File: src/rtl/uart_tx_arbiter.sv
// uart_tx_arbiter: round-robin arbiter that shares one UART TX FIFO among
// NUM_REQ requesters. A grant is held for a whole message (up to and including
// the byte flagged last), so messages never interleave on the serial line.
// Optional build macro: UART_TX_ARB_TIMEOUT_EN adds a watchdog that revokes a
// grant whose owner has stopped presenting bytes for TIMEOUT_CYCLES cycles.
module uart_tx_arbiter #(
  parameter int NUM_REQ        = 4,
  parameter int TIMEOUT_CYCLES = 1024
) (
  input  logic                 clk,
  input  logic                 reset,
  input  logic [NUM_REQ-1:0]   req_valid,
  input  logic [8*NUM_REQ-1:0] req_data,
  input  logic [NUM_REQ-1:0]   req_last,
  output logic [NUM_REQ-1:0]   req_ready,
  output logic [7:0]           transmit_data,
  output logic                 buffer_write,
  input  logic                 transmit_full,
  output logic [NUM_REQ-1:0]   grant,
  output logic                 busy,
  output logic                 timeout_err
);

  localparam int PTR_W = $clog2(NUM_REQ);

  if (NUM_REQ < 2 || NUM_REQ > 8 || TIMEOUT_CYCLES < 1) begin : g_param_check
    $error("uart_tx_arbiter: parameter out of range");
  end

  typedef enum logic {
    IDLE = 1'b0,
    SEND = 1'b1
  } state_t;

  state_t             state;
  state_t             next_state;
  logic [PTR_W-1:0]   last_grant;
  logic [PTR_W-1:0]   next_last_grant;
  logic [PTR_W-1:0]   owner;
  logic [PTR_W-1:0]   next_owner;
  logic [NUM_REQ-1:0] next_grant;
  logic               pick_found;
  logic [PTR_W-1:0]   pick_idx;
  logic [PTR_W-1:0]   cand;
  logic [7:0]         sel_data;
  logic               sel_last;
  logic               accept;
  logic               revoke;

  // Rotating priority scan: start one past the previous owner and wrap.
  always_comb begin
    pick_found = 1'b0;
    pick_idx   = '0;
    cand       = '0;
    for (int k = 1; k <= NUM_REQ; k++) begin
      cand = PTR_W'((int'(last_grant) + k) % NUM_REQ);
      if (!pick_found && req_valid[cand]) begin
        pick_found = 1'b1;
        pick_idx   = cand;
      end
    end
  end

  // Mux the owner's byte and last flag using the one-hot grant.
  always_comb begin
    sel_data = '0;
    sel_last = 1'b0;
    for (int i = 0; i < NUM_REQ; i++) begin
      if (grant[i]) begin
        sel_data = req_data[i*8 +: 8];
        sel_last = req_last[i];
      end
    end
  end

  // Handshake: only the owner may be accepted, and never right after a write
  // so the FIFO's lagging full flag has a cycle to catch up.
  always_comb begin
    req_ready = '0;
    if (state == SEND && !transmit_full && !buffer_write) begin
      req_ready = grant & req_valid;
    end
  end

  assign accept = |req_ready;
  assign busy   = (state == SEND);

  // Next-state logic: arbitrate in IDLE, release after the last byte or a revoke.
  always_comb begin
    next_state      = state;
    next_grant      = grant;
    next_owner      = owner;
    next_last_grant = last_grant;
    case (state)
      IDLE: begin
        if (pick_found) begin
          next_state = SEND;
          next_grant = NUM_REQ'(1) << pick_idx;
          next_owner = pick_idx;
        end
      end
      SEND: begin
        if ((accept && sel_last) || revoke) begin
          next_state      = IDLE;
          next_grant      = '0;
          next_last_grant = owner;
        end
      end
      default: begin
        next_state = IDLE;
        next_grant = '0;
      end
    endcase
  end

  // State, grant bookkeeping and the registered FIFO write port.
  always_ff @(posedge clk or posedge reset) begin
    if (reset) begin
      state         <= IDLE;
      grant         <= '0;
      owner         <= '0;
      last_grant    <= PTR_W'(NUM_REQ - 1);
      transmit_data <= 8'h00;
      buffer_write  <= 1'b0;
    end else begin
      state        <= next_state;
      grant        <= next_grant;
      owner        <= next_owner;
      last_grant   <= next_last_grant;
      buffer_write <= accept;
      if (accept) begin
        transmit_data <= sel_data;
      end
    end
  end

`ifdef UART_TX_ARB_TIMEOUT_EN
  localparam int CNT_W = $clog2(TIMEOUT_CYCLES + 1);

  logic [CNT_W-1:0] idle_count;
  logic             owner_valid;

  assign owner_valid = |(grant & req_valid);
  assign revoke      = (state == SEND) && !owner_valid &&
                       (idle_count == CNT_W'(TIMEOUT_CYCLES - 1));

  // Count cycles the owner leaves its valid low; any accept restarts the count.
  always_ff @(posedge clk or posedge reset) begin
    if (reset) begin
      idle_count  <= '0;
      timeout_err <= 1'b0;
    end else begin
      timeout_err <= revoke;
      if (state != SEND || accept || revoke) begin
        idle_count <= '0;
      end else if (!owner_valid) begin
        idle_count <= idle_count + CNT_W'(1);
      end
    end
  end
`else
  assign revoke      = 1'b0;
  assign timeout_err = 1'b0;
`endif

endmodule

File: config.mk
export PLATFORM = sky130hd
export DESIGN_NAME = uart_tx_arbiter
export DESIGN_NICKNAME = d
export VERILOG_FILES = /design/src/rtl/uart_tx_arbiter.sv
export SDC_FILE = /design/constraint.sdc
export NUM_CORES = 1
export LEC_CHECK = 0
export ABC_AREA = 1
export BUFFER_PORTS_ARGS = -buffer_cell sky130_fd_sc_hd__buf_2
export CORE_ASPECT_RATIO = 0.9
export CORE_MARGIN = 1
export CORE_UTILIZATION = 47
export CTS_CLUSTER_SIZE = 25
export DETAILED_ROUTE_END_ITERATION = 8
export PLACE_DENSITY = 0.8
export SLEW_MARGIN = 25
export SYNTH_ARGS = -nofsm -noshare
export SYNTH_HDL_FRONTEND = slang
export SYNTH_SLANG_ARGS = --single-unit
File: constraint.sdc
create_clock -name clk -period 1.7 [get_ports clk]
set_input_delay 0 -clock clk [delete_from_list [all_inputs] [get_ports clk]]
set_output_delay 0 -clock clk [all_outputs]
set_load 0.02 [all_outputs]
# [Yosys cells after proc, flatten, opt, wreduce, memory -nomap -nowiden]
# Cells that the tools add are included.
[word_totals] wordCells=65 ff_bits=18 out_inout_bits=19 in_bits=43
[classes] reduce_logical=15 order_cmp=4 shifts=1 eq_ne=2 n_bitwise=2 mux=31 n_addsub=4
[ops] operator="2-to-1 mux 8 bit" n=4
[ops] operator="2-to-1 mux 1 bit" n=14
[ops] operator="< comparator 2 x 3 -> 1 bit (second input constant)" n=4
[ops] operator="2-to-1 mux 4 bit" n=3
[ops] operator="binary-select mux 1 bit (select 2 bit)" n=4
[ops] operator="2-to-1 mux 2 bit" n=4
[ops] operator="one-hot mux 4 bit (2 select lines)" n=1
[ops] operator="logical AND 1 bit" n=6
[ops] operator="AND reduction 2 bit" n=3
[ops] operator="logical NOT 1 bit" n=5
[ops] operator="adder 2 x 1 -> 2 bit (second input constant)" n=2
[ops] operator="adder 2 bit (second input constant)" n=2
[ops] operator="AND 4 bit" n=1
[ops] operator="OR reduction 4 bit" n=1
[ops] operator="left shift 1 x 2 -> 4 bit (first input constant)" n=1
[ops] operator="inequality test 2 x 1 -> 1 bit (second input constant)" n=1
[ops] operator="inequality test 2 bit (second input constant)" n=1
[ops] operator="one-hot mux 1 bit (2 select lines)" n=1
[ops] operator="inverter 1 bit" n=1

# [Logic depth before layout (Yosys ltp)]
[depth] ltp_word=16 mapped_depth=12 ltp_nobuf=11

# [Worst setup path before layout]
# OpenSTA, ideal clock, no wires.
[synth_timing] path_type="register -> register" from="reg state (netlist: busy)" to="reg transmit_data[0]" synth_period_minus_slack_ns=1.633 slack_ns=0.067 required_time_ns=1.626 stages_incl_launch_ff=10 t_arrival_ns=1.559 n_path_buf=1 setup_time_ns=0.074 cell_sequence="dfrtp_1 -> inv_2 -> nor3_2 -> inv_2 -> nor2_1 -> nor2_1 -> nand2_2 -> buf_6 -> o21ai_1 -> o21ai_2"
[synth_between] elab_chain_cells=4
[synth_lines] element="from (decl)" line_no="35" source="state_t state;"
[synth_lines] element="from (signal assigned)" line_no="126" source="state <= next_state;"
[synth_lines] element="logical AND 1 bit (2 in series)" line_no="80" source="if (state == SEND && !transmit_full && !buffer_write) begin"
[synth_lines] element="2-to-1 mux 4 bit" line_no="80"
[synth_lines] element="via req_ready[2]" line_no="15" source="output logic [NUM_REQ-1:0] req_ready,"
[synth_lines] element="OR reduction 4 bit" line_no="85" source="assign accept = |req_ready;"
[synth_lines] element="via accept" line_no="47" source="logic accept;"
[synth_lines] element="to (signal assigned)" line_no="132" source="transmit_data <= sel_data;"
[synth_lines] element="to (decl)" line_no="16" source="output logic [7:0] transmit_data,"
# The timed path passes the listed nets, and every way through them passes these cells.
# A chain may end at the register's enable or synchronous reset.

# [Worst setup path after layout]
[layout_timing] from="reg last_grant[0]" to="reg grant[0]"
[layout_between] elab_chain_cells=16 word_cells_on_any_way=31 classes_between="add/sub (4); eq/ne (1); shift (1); mux (18); reduce/logical (7)"
[layout_lines] element="from (decl)" line_no="37" source="logic [PTR_W-1:0] last_grant;"
[layout_lines] element="from (signal assigned)" line_no="122" source="last_grant <= PTR_W'(NUM_REQ - 1);"
[layout_lines] element="from (signal assigned)" line_no="129" source="last_grant <= next_last_grant;"
[layout_lines] element="adder 2 x 1 -> 2 bit" line_no="56" source="cand = PTR_W'((int'(last_grant) + k) % NUM_REQ);"
[layout_lines] element="binary-select mux 1 bit (select 2 bit)" line_no="57" source="if (!pick_found && req_valid[cand]) begin"
[layout_lines] element="2-to-1 mux 1 bit (implied by the code)" line_no="57"
[layout_lines] element="2-to-1 mux 1 bit" line_no="57"
[layout_lines] element="logical NOT 1 bit" line_no="57"
[layout_lines] element="logical AND 1 bit" line_no="57"
[layout_lines] element="2-to-1 mux 1 bit" line_no="57"
[layout_lines] element="logical NOT 1 bit" line_no="57"
[layout_lines] element="logical AND 1 bit" line_no="57"
[layout_lines] element="2-to-1 mux 1 bit" line_no="57"
[layout_lines] element="logical NOT 1 bit" line_no="57"
[layout_lines] element="logical AND 1 bit" line_no="57"
[layout_lines] element="2-to-1 mux 2 bit" line_no="57"
[layout_lines] element="left shift 1 x 2 -> 4 bit" line_no="98" source="next_grant = NUM_REQ'(1) << pick_idx;"
[layout_lines] element="2-to-1 mux 4 bit" line_no="96" source="if (pick_found) begin"
[layout_lines] element="one-hot mux 4 bit (2 select lines)" line_no="94" source="case (state)"
[layout_lines] element="to (signal assigned)" line_no="127" source="grant <= next_grant;"
[layout_lines] element="to (decl)" line_no="19" source="output logic [NUM_REQ-1:0] grant,"
# Several ways; a longest one is shown, not always the timed one. The select of a mux whose other input is x is not followed.

==> reports/metrics.cfg <==
[route]
wirelength_um = 3610
dr_total_vias = 1516
wire_per_inst_um = 11.6
drtIter0Drc = 64
drc = 0
drt_pass1_iterations = 4
drtAntennaViolNets = 0
routed_via_density = 4.89

[cells_and_area]
fillCellCount = 245
area_growth_pct = 36.9
antennaDiodeCount = 0
final_area_mm2 = 0.00185
drive_gt1_share_pct = 41.1
finalNetCount = 315

[sta]
fmax_mhz = 633
final-hold-violation-count = 0
fin_crit_ns = 1.58
rsz0062_at_grt = true
slew_viol_final = 0
fin_crit_sh_pct = 93.0
tightest_slew_ns = 0.661
setup_viol = 0
fin_skew_ns = 0.00872
relSlewSlack_pct = 55.9

[floorplan]
dieArea_mm2 = 0.00309
dieWidth_um = 58.5
core_area_mm2 = 0.00275
io_pins = 62
die_y_um = 52.9
rows = 18
start_util_pct = 49.2

[status]
status = completed

[clock_tree]
numClockSinks = 18
cts-buffers-inserted = 3
cts_tree = done
clockRootBuffer = clkbuf_4
clk_pin_slew_ns = 0.10
htree_levels = 1
clkLatencyLatePin_ns = 0.29
clockBufferDepth = 2

[critical_path]
critPathArrivalTime_ns = 1.76
required_ns = 1.88
crit_type = flop to flop
cp_max_fo = 6
crit_path_start_kind = flop
cp-end-kind = flop

[grt]
gr-total-overflow = 0
antenna_found_initial = 0
grt_max_degree = 21
grt_pass1_wl_um = 5800
grt_pass1_vias = 1306
grt_use_total_pct = 24.6

[placed_design]
portBuffers = 60
placed_area_mm2 = 0.00169
gp_congestion = 0.913
hpwlAfterDp_um = 2730

[synth]
yosysSeqAreaShare_pct = 33.5
syn_inst = 195
synth_nets = 238
ys_seq_elements = 18
yosysTopAreaCell = dfrtp_1
dominantRegCellSynth = dfrtp_1
ys_async_sr_fraction_pct = 100
syn_area_per_cell_um2 = 6.93
synth.area.top_cells = dfrtp_1 (30%), nand2_1 (17%), o21ai_2 (5.2%)
synth-edff-count = 0
netlist-cell-type-count = 26
ys.warnings.count = 0
yosys.cell_count.top_type = nand2_1
yosysTopAreaCellShare_pct = 29.6
syn-cell-area_mm2 = 0.00135
synth_common_cells = nand2_1 (62), dfrtp_1 (16), nor2_1 (16)

[power]
total_power_mw = 2.77
leakage_nw = 0.985
peakVddDrop_v = 0.000753
power_density_mw_per_mm2 = 1500

[job]
maxCapViolCount = 0

[min_path]
hold_class = input port to flop

## stage by stage
| stage | TNS, ns | util [%] | cells | hold slack, ns | setup slack [ns] |
|---|---|---|---|---|---|
| finish | 0 | 67.3 | 310 | 0.0670 | 0.119 |
| global route | -0.0222 | 67.3 | 310 | 0.0820 | -0.0209 |
| CTS | 0 | 65.6 | 305 | 0.0618 | 0.0654 |
| detailed placement | 0 | 61.5 | 293 | 0.135 | 0.0854 |
| global placement | 0 | 61.5 | 293 | 0.138 | 0.139 |
| floorplan | 0 | - | 195 | -0.0629 | 0.0672 |
## cell usage in the layout, fill, tap and decap left out, drive strengths merged, types with 2 or more instances in the layout
cell type	synthesis	final
nand2	73	73
buf	6	71
o21ai	28	28
nor2	20	20
dfrtp	16	16
nand3	14	14
inv	15	14
dlygate4sd3	0	9
a22oi	8	8
nand4	5	5
clkbuf	2	3
dfstp	2	2
a21oi	2	2
## path summary, 6_finish.rpt
kind / depth (start not counted) / start / slack (ns) / endpoint
max in group asynchronous: 3 / reset / 0.93 / busy
setup reg to reg: 10 / last_grant[0] / 0.12 / grant[0]
min in group asynchronous: 3 / reset / 0.34 / transmit_data[2]
hold / removal: 5 / req_data[22] / 0.07 / transmit_data[6]
hold reg to reg: 2 / transmit_data[0] / 0.49 / transmit_data[0]
setup / recovery: 10 / last_grant[0] / 0.12 / grant[0]
## layout make-up
type | instances | area (um2) | area share [%]
inverter | 15 | 60.1 | 3.25
timing repair buffer | 80 | 473 | 25.6
clock buffer | 3 | 22.5 | 1.22
sequential | 18 | 453 | 24.5
multi-input combinational | 154 | 792 | 42.8
tap | 40 | 50.0 | 2.70
## sequential cells by signal (all words and copies together) (netlist names)
register	flops
transmit_data	8
buffer_write	1
grant	4
busy	1
owner	2
last_grant	2
## metal layers
layer / vias up / wire length [um] / track usage [%]
li1: 792 / - / -
met1: 671 / 1680 / 35.1
met2: 49 / 1680 / 38.9
met3: 4 / 219 / 4.40
met4: 0 / 27 / 5.16
met5: - / 0 / 0
## cells by family after synthesis
family / synth area share [%]
AO/OA/AOI/OAI: 19.4
AND/OR/NAND/NOR: 38.3
flip-flops: 33.5
other: 0.278
buffers and inverters: 8.43
## repair_timing
item                                    CTS  global route
hold endpoints to repair                 24             0
hold buffers                              9             0
setup buffers                             0             5
endpoints found under the setup margin    0             7
resized for setup                         0             3
## power by group
part	internal [mW]	total, mW	switching, mW	leakage [nW]
clock	0.0824	0.207	0.124	0.0138
combinational	0.676	1.84	1.16	0.746
sequential	0.608	0.732	0.124	0.225
total	1.37	2.77	1.41	0.985
## worst max-delay path, stage by stage (launching register included)
cell     delay [ns]
dfstp_2        0.60
buf_4          0.16
nand2_2        0.06
nand2_1        0.11
nand2_1        0.08
nand2_1        0.08
nand3_1        0.07
nand3_1        0.10
nand2_1        0.10
nand3_1        0.08
nand2_1        0.05
Note: power is estimated with default switching activity, not from simulation.
